--- src/rtl/riscv_axi_rd_arb.sv ---
// AXI4 read-channel arbiter: N upstream read ports share one downstream port.
// ARIDs are remapped to 0 downstream; an in-order FIFO routes R beats back.

package axi4_pkg;
    localparam int ID_W = 4;

    typedef struct packed {
        logic            arvalid;
        logic [ID_W-1:0] arid;
        logic [31:0]     araddr;
        logic [7:0]      arlen;
        logic [2:0]      arsize;
        logic [1:0]      arburst;
    } ar_m;

    typedef struct packed {
        logic arready;
    } ar_s;

    typedef struct packed {
        logic rready;
    } r_m;

    typedef struct packed {
        logic            rvalid;
        logic [ID_W-1:0] rid;
        logic [31:0]     rdata;
        logic [1:0]      rresp;
        logic            rlast;
    } r_s;
endpackage

module riscv_axi_rd_arb #(
    parameter int N_PORTS = 2,
    parameter int DEPTH   = 4
) (
    input  logic                         ACLK,
    input  logic                         ARESETn,
    input  axi4_pkg::ar_m [N_PORTS-1:0]  UP_AR_M,
    output axi4_pkg::ar_s [N_PORTS-1:0]  UP_AR_S,
    input  axi4_pkg::r_m  [N_PORTS-1:0]  UP_R_M,
    output axi4_pkg::r_s  [N_PORTS-1:0]  UP_R_S,
    output axi4_pkg::ar_m                DN_AR_M,
    input  axi4_pkg::ar_s                DN_AR_S,
    input  axi4_pkg::r_s                 DN_R_S,
    output axi4_pkg::r_m                 DN_R_M,
    output logic                         ORPHAN_ERR
);
    localparam int GW = $clog2(N_PORTS);
    localparam int PW = $clog2(DEPTH);
    localparam int CW = PW + 1;

    typedef enum logic {IDLE, ISSUE} state_e;

    state_e                    state_q, state_d;
    logic [GW-1:0]             grant_q, grant_d;
    logic [GW-1:0]             last_grant_q, last_grant_d;
    logic [PW-1:0]             wr_ptr_q, wr_ptr_d, rd_ptr_q, rd_ptr_d;
    logic [CW-1:0]             cnt_q, cnt_d;
    logic                      orphan_q, orphan_d;
    logic [GW-1:0]             port_mem_q [DEPTH];
    logic [axi4_pkg::ID_W-1:0] id_mem_q   [DEPTH];

    logic          found;
    logic [GW-1:0] win;
    logic [GW-1:0] head;
    logic          fifo_empty, fifo_full, push, pop, dn_rready;
    int            idx;

    // Round-robin search begins just past the last port that won a handshake.
    always_comb begin
        found = 1'b0;
        win   = last_grant_q;
        idx   = 0;
        for (int k = 1; k <= N_PORTS; k++) begin
            idx = (int'(last_grant_q) + k) % N_PORTS;
            if (!found && UP_AR_M[GW'(idx)].arvalid) begin
                win   = GW'(idx);
                found = 1'b1;
            end
        end
    end

    always_comb begin
        fifo_empty = (cnt_q == '0);
        fifo_full  = (cnt_q == CW'(DEPTH));
        head       = port_mem_q[rd_ptr_q];
        dn_rready  = !fifo_empty && UP_R_M[head].rready;
        push       = (state_q == ISSUE) && DN_AR_S.arready;
        pop        = !fifo_empty && DN_R_S.rvalid && dn_rready && DN_R_S.rlast;

        state_d      = state_q;
        grant_d      = grant_q;
        last_grant_d = last_grant_q;
        if (state_q == IDLE) begin
            if (found && !fifo_full) begin
                state_d = ISSUE;
                grant_d = win;
            end
        end else if (push) begin
            state_d      = IDLE;
            last_grant_d = grant_q;
        end

        wr_ptr_d = push ? wr_ptr_q + 1'b1 : wr_ptr_q;
        rd_ptr_d = pop  ? rd_ptr_q + 1'b1 : rd_ptr_q;
        cnt_d    = cnt_q + CW'(push) - CW'(pop);
        orphan_d = orphan_q | (fifo_empty & DN_R_S.rvalid);
    end

    always_comb begin
        DN_AR_M = '0;
        UP_AR_S = '0;
        if (state_q == ISSUE) begin
            DN_AR_M                 = UP_AR_M[grant_q];
            DN_AR_M.arvalid         = 1'b1;
            DN_AR_M.arid            = '0;
            UP_AR_S[grant_q].arready = DN_AR_S.arready;
        end
    end

    // Orphan beats are never accepted so memory cannot run ahead of tracking.
    always_comb begin
        UP_R_S        = '0;
        DN_R_M        = '0;
        DN_R_M.rready = dn_rready;
        if (!fifo_empty) begin
            UP_R_S[head]     = DN_R_S;
            UP_R_S[head].rid = id_mem_q[rd_ptr_q];
        end
    end

    assign ORPHAN_ERR = orphan_q;

    always_ff @(posedge ACLK or negedge ARESETn) begin
        if (!ARESETn) begin
            state_q      <= IDLE;
            grant_q      <= '0;
            last_grant_q <= GW'(N_PORTS - 1);
            wr_ptr_q     <= '0;
            rd_ptr_q     <= '0;
            cnt_q        <= '0;
            orphan_q     <= 1'b0;
        end else begin
            state_q      <= state_d;
            grant_q      <= grant_d;
            last_grant_q <= last_grant_d;
            wr_ptr_q     <= wr_ptr_d;
            rd_ptr_q     <= rd_ptr_d;
            cnt_q        <= cnt_d;
            orphan_q     <= orphan_d;
        end
    end

    always_ff @(posedge ACLK) begin
        if (push) begin
            port_mem_q[wr_ptr_q] <= grant_q;
            id_mem_q[wr_ptr_q]   <= UP_AR_M[grant_q].arid;
        end
    end
endmodule

--- config.mk ---
export PLATFORM = sky130hd
export DESIGN_NAME = riscv_axi_rd_arb
export DESIGN_NICKNAME = d
export VERILOG_FILES = /design/src/rtl/riscv_axi_rd_arb.sv
export SDC_FILE = /design/constraint.sdc
export NUM_CORES = 1
export LEC_CHECK = 0
export ABC_CLOCK_PERIOD_IN_PS = 7370
export BUFFER_PORTS_ARGS = -buffer_cell sky130_fd_sc_hd__buf_2
export CAP_MARGIN = 20
export CORE_AREA = 2 2 109 111
export CTS_BUF_LIST = sky130_fd_sc_hd__clkbuf_8
export DETAILED_ROUTE_END_ITERATION = 8
export DIE_AREA = 0 0 111 113
export GPL_ROUTABILITY_DRIVEN = 0
export GPL_TIMING_DRIVEN = 0
export HOLD_SLACK_MARGIN = 0.05
export PLACE_DENSITY_LB_ADDON = 0.25
export REMOVE_ABC_BUFFERS = 1
export SLEW_MARGIN = 40
export SYNTH_ARGS = -nofsm -noshare
export SYNTH_HDL_FRONTEND = slang
export SYNTH_SLANG_ARGS = --single-unit
export TNS_END_PERCENT = 100
--- constraint.sdc ---
create_clock -name ACLK -period 7.37 [get_ports ACLK]
set_clock_uncertainty 0.1 [all_clocks]
set_input_delay 0.3685 -clock ACLK [delete_from_list [all_inputs] [get_ports ACLK]]
set_output_delay 0.3685 -clock ACLK [all_outputs]
set_load 0.02 [all_outputs]
Word level (Yosys, flattened, before mapping)
Memory sizes are Yosys's and may differ from the RTL's.
Index checks and enable logic that the tools add are counted.
Widths: inputs -> output; s select.
{"block": "classes", "add_sub_neg": 6, "eq_ne": 1, "muxes": 27, "n_lt_le_gt_ge": 6, "reduce_logical": 15, "bitwise_logic": 5}
{"op": "$mux 50", "n": 5}
{"op": "$mux 49", "n": 2}
{"op": "$and 80x80->80", "n": 1}
{"op": "$bwmux 80", "n": 1}
{"op": "$demux 40 s1", "n": 2}
{"op": "$mux 80", "n": 1}
{"op": "$mux 40", "n": 1}
{"op": "$mux 39", "n": 1}
{"op": "$mux 1", "n": 12}
{"op": "$logic_and 1x1->1", "n": 9}
{"op": "$lt 1x3->1 const B", "n": 2}
{"op": "$add 2x1->2 const B", "n": 2}
{"op": "$lt 1x2->1 const B", "n": 2}
{"op": "$reduce_and 2->1", "n": 2}
{"op": "$add 3x1->3", "n": 1}
{"op": "$eq 3x3->1 const B", "n": 1}
{"op": "$logic_not 1->1", "n": 3}
{"op": "$logic_not 3->1", "n": 1}
{"op": "$sub 3x1->3", "n": 1}
{"op": "$add 1x1->1 const B", "n": 2}
{"op": "$and 2x2->2", "n": 1}
{"op": "$ge 1x1->1 const B", "n": 2}
{"op": "$mux 2", "n": 1}
{"op": "$and 1x1->1", "n": 1}
{"op": "3 further kinds", "n": 3}
{"block": "word_totals", "memories": 2, "inputBits": 145, "out_inout_bits": 134, "ram_bits": 20, "reg_bits": 11}
{"name": "id_mem_q", "depth": 4, "word_bits": 4, "read_ports": 1, "rd_ports_with_merged_regs": 0, "write_ports": 1, "line_no": "62", "text": "logic [axi4_pkg::ID_W-1:0] id_mem_q [DEPTH];"}
{"name": "port_mem_q", "depth": 4, "word_bits": 1, "read_ports": 1, "rd_ports_with_merged_regs": 0, "write_ports": 1, "line_no": "61", "text": "logic [GW-1:0] port_mem_q [DEPTH];"}

Depth between registers and ports, before layout
Gate-level depths: netlist (run 1).
{"block": "depth", "depth_word": 11, "mapped_depth": 11}

Worst setup path before layout (run 1)
OpenSTA, ideal clock, no wires.
{"block": "synth_timing", "kind": "flip-flop to flip-flop", "startpoint": "register rd_ptr_q[1]", "endpoint": "register cnt_q[2]", "stages_incl_launch_ff": 12, "required_ns": 7.147, "slack_ns": 4.902, "arrival_time_ns": 2.245, "cell_sequence": "dfrtp_1 > buf_6 > mux2i_4 > mux2i_4 > mux2i_1 > nor2_1 > ha_1 > inv_1 > ha_1 > fa_1 > xnor2_1 > xnor2_1"}
{"block": "synth_via", "elab_chain_len": 7}
{"item": "start, declared", "line_no": "58", "text": "logic [PW-1:0] wr_ptr_q, wr_ptr_d, rd_ptr_q, rd_ptr_d;"}
{"item": "start signal, assigned", "line_no": "149", "text": "rd_ptr_q <= rd_ptr_d;"}
{"item": "$mem_v2 4x1"}
{"item": "$mux 1 (not written as such) (2 in a row)", "line_no": "88", "text": "dn_rready = !fifo_empty && UP_R_M[head].rready;"}
{"item": "$logic_and 1x1->1", "line_no": "88"}
{"item": "$logic_and 1x1->1 (2 in a row)", "line_no": "90", "text": "pop = !fifo_empty && DN_R_S.rvalid && dn_rready && DN_R_S.rlast;"}
{"item": "via pop", "line_no": "67", "text": "logic fifo_empty, fifo_full, push, pop, dn_rready;"}
{"item": "$sub 3x1->3", "line_no": "107", "text": "cnt_d = cnt_q + CW'(push) - CW'(pop);"}
{"item": "via cnt_d[2]", "line_no": "59", "text": "logic [CW-1:0] cnt_q, cnt_d;"}
{"item": "end signal, assigned", "line_no": "150", "text": "cnt_q <= cnt_d;"}
{"item": "end, declared", "line_no": "59"}
The timed path passes the listed nets, and every way through them passes these cells. The select of a mux whose other input is x is not followed.
A chain may end at the register's enable or synchronous reset.

Worst setup path in the final report (run 1)
Ends and elaborated chain as after synthesis.

==> results.cfg, run 1 <==
[pwr]
powerDensity_nw_per_um2 = 409.1
ir_worst_vdd_mv = 0.2078
p_leak_nw = 2.550

[clock_network]
cts_max_path_buffers = 2
cts_setup_buffers = 0
numCtsBuffers = 5
clkSinkCount = 31
clockRootBuffer = clkbuf_8
path_clk_slew_ns = 0.06
cts_tree = yes
clock_latency_ns = 0.27
ctsHtreeMaxLevel = 2

[cells_and_area]
area_delta_synth_final_pct = 54.83
instances_no_fill = 718
num_antenna_cells = 0
fin_nets = 726
drive_above_1_share_pct = 50.78

[synthesis]
ys_types = 29
synth_top_flop_cell = edfxtp_1
synth_common_cells = nor2_1 (118), mux2i_1 (49), nand2_1 (36)
yosysTopAreaCell = edfxtp_1
synth.most_common_cell = nor2_1
synth_top_area_share_pct = 22.17
synth_seq_area_share_pct = 32.38
synth.top_cells.by_area = edfxtp_1 (22%), mux2i_1 (18%), nor2_1 (16%)
synth-seq-cells = 31
netlist_area_sq_um = 2709
syn_avg_cell_area_sq_um = 8.387
synthArstFlopShare_pct = 35.48
ys_warn_count = 0
synth_edf_count = 20
syn_inst = 323

[timing]
rsz0062_at_grt = false
setup-violations-final = 0
tns_ns = 0
hold_viol = 0
slew-limit-headroom_pct = 50.22
min_period_ns = 3.119
finalCritPeriodShare_pct = 42.32
worstMarginPinSlew_ns = 0.7468
slew_violations = 0
timing.fmax_mhz = 320.6

[worst_setup_path]
r2r_cells = 10
rrSetupSlack_ns = 4.25
crit_type = reg -> reg
r2r-start = rd_ptr_q[1]
crit_arrival_ns = 3.22
crit_path_end = cnt_q[2]
cp_max_fo = 19
cp-start-kind = register
endpoint_kind = register
startpoint = rd_ptr_q[1]
required_ns = 7.47
reg2reg_to = cnt_q[2]

[place]
dp.cells = 709
io_buffer_count = 269
dpl.hpwl_um = 8405

[route]
drt_first_pass_iters = 4
route.vias.total = 3072
drtIter0Drc = 196
totalWireLength_um = 9933
drc_errors = 0
wl_per_cell_um = 13.83
post_drt_via_cell_ratio = 4.279
ant_nets = 0

[grt]
antenna_found_initial = 1
globalRouteOverflowTotal = 0
grt_max_degree = 48
grt.total_usage_pct = 14.97
grt_pass1_wl_um = 15060
grt_pass1_vias = 2896

[die]
num_rows = 39
start_util_pct = 24.03
chipWidth_um = 111
pin_count = 279
design.core.area_sq_um = 11270
die_y_um = 113
die_area_sq_um = 12540

[run_status]
status = finished clean

[worst_hold_path]
hp-class = in -> reg
hold_path_depth = 2

[job]
cap_violations = 0
==> cells in the final DEF (no fill, tap or decap), drive strengths merged, types with 2 or more instances in the layout <==
| master | count |
|---|---|
| nor2 | 118 |
| edfxtp | 20 |
| nand2 | 36 |
| mux2i | 52 |
| mux4 | 4 |
| dfrtp | 10 |
| ha | 6 |
| inv | 8 |
| conb | 4 |
| nand3 | 2 |
| o21ai | 2 |
| a21o | 2 |
| xnor2 | 3 |
| mux2 | 6 |
| and3 | 16 |
| buf | 271 |
| clkbuf | 6 |
==> sequential cells by signal, summed over array words and instances (netlist names) <==
name and count:
grant_q 1, rd_ptr_q 2, id_mem_q 16, wr_ptr_q 2, ORPHAN_ERR 1, port_mem_q 4, last_grant_q 1, cnt_q 3
state_q 1
==> where the power goes <==
| part | internal (mW) | switching, mW |
|---|---|---|
| clock | 0.0737 | 0.0569 |
| combinational | 0.462 | 0.806 |
| sequential | 0.247 | 0.0706 |
==> per-layer routing <==
metal	share of wire [%]	GRT usage, %
met5	0.070	0
met4	1.4	4.000
met3	10	4.178
met2	53	29.08
met1	35	15.84
==> how the worst min path moves through the flow <==
stage / from / end / slack (ns)
after floorplan: ARESETn / ORPHAN_ERR / -0.03
after global routing: DN_R_S[39] / ORPHAN_ERR / 0.25
after CTS: DN_R_S[39] / ORPHAN_ERR / 0.24
final: DN_R_S[39] / ORPHAN_ERR / 0.25
after global placement: ARESETn / ORPHAN_ERR / 0.15
after detailed placement: ARESETn / ORPHAN_ERR / 0.15
==> worst max-delay path, cell delays in order (launching register included) <==
cell     delay (ns)
dfrtp_1        0.54
mux2i_4        0.28
mux2i_4        0.52
mux2i_1        0.33
nor2_1         0.08
ha_1           0.27
inv_1          0.04
ha_1           0.19
fa_1           0.39
xnor2_1        0.18
xnor2_1        0.13
==> stage by stage <==
step / utilization, % / hold slack [ns] / cell area, sq um / power [mW] / setup WS [ns]
floorplan: - / -0.02709 / 2527 / 1.174 / 4.335
global placement: 35.95 / 0.1541 / 4053 / 1.595 / 3.877
detailed placement: 36.31 / 0.1489 / 4093 / 1.603 / 4.175
CTS: 37.21 / 0.2445 / 4194 / 1.739 / 4.152
global route: 37.21 / 0.2545 / 4194 / 1.847 / 3.997
finish: 37.21 / 0.2484 / 4194 / 1.716 / 4.251
==> layout make-up <==
| type | count | area (sq um) |
|---|---|---|
| clock buffer | 6 | 82.58 |
| clock inverter | 2 | 8.758 |
| fill | 1184 | 7078 |
| inverter | 7 | 26.28 |
| multi-input combinational | 257 | 1625 |
| sequential | 31 | 880.8 |
| tap | 143 | 178.9 |
| timing repair buffer | 272 | 1391 |
==> cells by family (layout without fill, tap and decap cells) <==
kind of cell / Yosys count / in the layout / share of synthesized area, %
adder cells (fa/ha/maj): 7 / 7 / 3.510
multiplexers: 62 / 62 / 27.11
AND/OR/NAND/NOR: 175 / 175 / 26.28
flip-flops: 31 / 31 / 32.38
AO/OA/AOI/OAI: 5 / 5 / 1.201
XOR/XNOR: 4 / 4 / 1.294
buffers and inverters: 38 / 287 / 8.084
other: 1 / 4 / 0.1384
==> repair_timing <==
item	in CTS	in global routing
resized for setup	0	0
hold buffers	1	0
endpoints found under the hold margin	10	0
No activity file was read; power rests on OpenSTA's default activity.
==> run 2, diff against run 1 <==
Settings changed: ABC_CLOCK_PERIOD_IN_PS 7370 to 2900.
Clock period 7.37 ns to 2.9 ns, I/O delays scaled along.
==> run 2 against run 1 <==
  * Worst setup slack worse by 4.1 ns
  * Hold slack worse by 0.18 ns
  * Combinational power grew to 2.6 times the previous value
  * Total power rose to 2.6 times the previous value
  * Sequential share of layout area fell by 0.13 points
  * Utilization rose by 0.29 points
  * Fmax rose by 14%
  * Critical path type unchanged
  * Wire length increased by 0.10%
  * First-iteration DRC count grew 0.51%
  * Via count is 0.78% higher
  * Count of clock-buffer cells in the layout unchanged
==> results.cfg, run 2 (same netlist as run 1, synthesis figures left out) <==
[pwr]
seqPwrFrac_pct = 18.5
ir_worst_vdd_mv = 0.5283
power_frac_clock_pct = 7.6
p_leak_nw = 2.564
p_total_mw = 4.381
powerDensity_nw_per_um2 = 1036
p_comb_share_pct = 73.9
cellInternalPower_mw = 2.005
netSwitchingPower_mw = 2.376
swShare_pct = 54.23

[die]
die_area_sq_um = 12540
start_util_pct = 24.03
num_rows = 39
chipWidth_um = 111
die_y_um = 113
pin_count = 279
design.core.area_sq_um = 11270

[clock_network]
numCtsBuffers = 5
clock_latency_ns = 0.27
clockRootBuffer = clkbuf_8
path_clk_slew_ns = 0.06
ctsHtreeMaxLevel = 2
clkSinkCount = 31
cts_max_path_buffers = 2
cts_tree = yes

[route]
totalWireLength_um = 9943
drt_first_pass_iters = 4
routed.top_layer = met4
met3_length_um = 1013
drtIter0Drc = 197
wl_per_cell_um = 13.79
drc_errors = 0
route.vias.total = 3096
post_drt_via_cell_ratio = 4.294
ant_nets = 0
wl_met1_um = 3497
dr_wl_met2_um = 5295

[cells_and_area]
largest-register = id_mem_q
area_delta_synth_final_pct = 56.03
mostFrequentLayoutCell = buf_2
num_antenna_cells = 0
instances_no_fill = 721
fin_nets = 729
drive_above_1_share_pct = 50.87
layout_common_cells = buf_2 (269), nor2_1 (118), mux2i_1 (49)
reg_top3 = id_mem_q x16, port_mem_q x4, cnt_q x3
largest_register_ffs = 16

[timing]
timing.fmax_mhz = 366.6
rsz0062_at_grt = false
setup-violations-final = 0
slew-limit-headroom_pct = 50.69
slew_violations = 0
hold_viol = 0
min_period_ns = 2.727
finalCritPeriodShare_pct = 94.05
worstMarginPinSlew_ns = 0.7385
tns_ns = 0

[worst_setup_path]
crit_type = reg -> reg
cp_max_fo = 47
required_ns = 3.00
crit_arrival_ns = 2.83
endpoint_kind = register
rrSetupSlack_ns = 0.17
cp-start-kind = register

[grt]
grt.total_usage_pct = 15.00
grt_pass1_wl_um = 15100
grt_pass1_vias = 2903
globalRouteOverflowTotal = 0
grt_max_degree = 48
antenna_found_initial = 0

[worst_hold_path]
hp-class = in -> reg

[place]
io_buffer_count = 269
dpl.hpwl_um = 8405
dp.cells = 709

[run_status]
status = finished clean

[job]
cap_violations = 0
[run 2: cell types whose count changed in the layout (fill, tap and decap cells not counted), sizes merged]
cell	change
buf	+1
dlygate4sd3	+2
[run 2: critical path, cell delays in order, from the launching register on]
cell,delay (ns)
dfrtp_1,0.41
or3_4,0.60
nand3_1,0.26
nor2_1,0.08
ha_1,0.27
inv_1,0.04
ha_1,0.19
fa_1,0.39
xnor2_1,0.18
xnor2_1,0.13
[run 2: final timing paths]
kind | to | cells after the start | startpoint
min reg2reg | ORPHAN_ERR | 1 | ORPHAN_ERR
min | state_q | 3 | UP_AR_M[49]
max | cnt_q[2] | 9 | cnt_q[1]
max reg2reg | cnt_q[2] | 9 | cnt_q[1]
min in group asynchronous | ORPHAN_ERR | 2 | ARESETn
max in group asynchronous | last_grant_q | 2 | ARESETn
[run 2: cell type report]
type,count,area [sq um]
well taps,143,178.9
inverters,7,26.28
clock buffers,6,82.58
multi-input cells,257,1629
clock inverters,2,8.758
fillers,1182,7046
flip-flops and latches,31,882.1
repair buffers,275,1419
[run 2: metal layers]
| metal | track usage [%] | vias up |
|---|---|---|
| li1 | - | 1572 |
| met1 | 15.97 | 1343 |
| met2 | 29.20 | 174 |
| met3 | 3.964 | 7 |
| met4 | 4.000 | 0 |
| met5 | 0 | - |
[run 2: power by group through the flow]
| stage | Combinational, mW | Clock, mW | Sequential [mW] |
|---|---|---|---|
| after floorplan | 2.12 | 0 | 0.868 |
| after global placement | 3.14 | 0 | 0.914 |
| after detailed placement | 3.25 | 0 | 0.825 |
| after CTS | 3.28 | 0.341 | 0.818 |
| after global routing | 3.51 | 0.364 | 0.840 |
| final | 3.24 | 0.332 | 0.811 |
[run 2: stage by stage]
step	util [%]	area, sq um	hold slack (ns)	setup WS (ns)
global route	37.50	4227	0.08294	0.01145
global placement	35.95	4053	-0.06938	-0.5935
detailed placement	36.31	4093	-0.07455	-0.2948
finish	37.50	4227	0.06510	0.1725
floorplan	-	2527	-0.2506	-0.1352
CTS	37.48	4225	0.06030	0.06166
[run 2: timing repair]
action	4_1_cts	5_1_grt
setup endpoints to repair	2	1
hold buffers	3	0
hold endpoints to repair	13	0
gates resized for setup	1	1
setup buffers	1	0
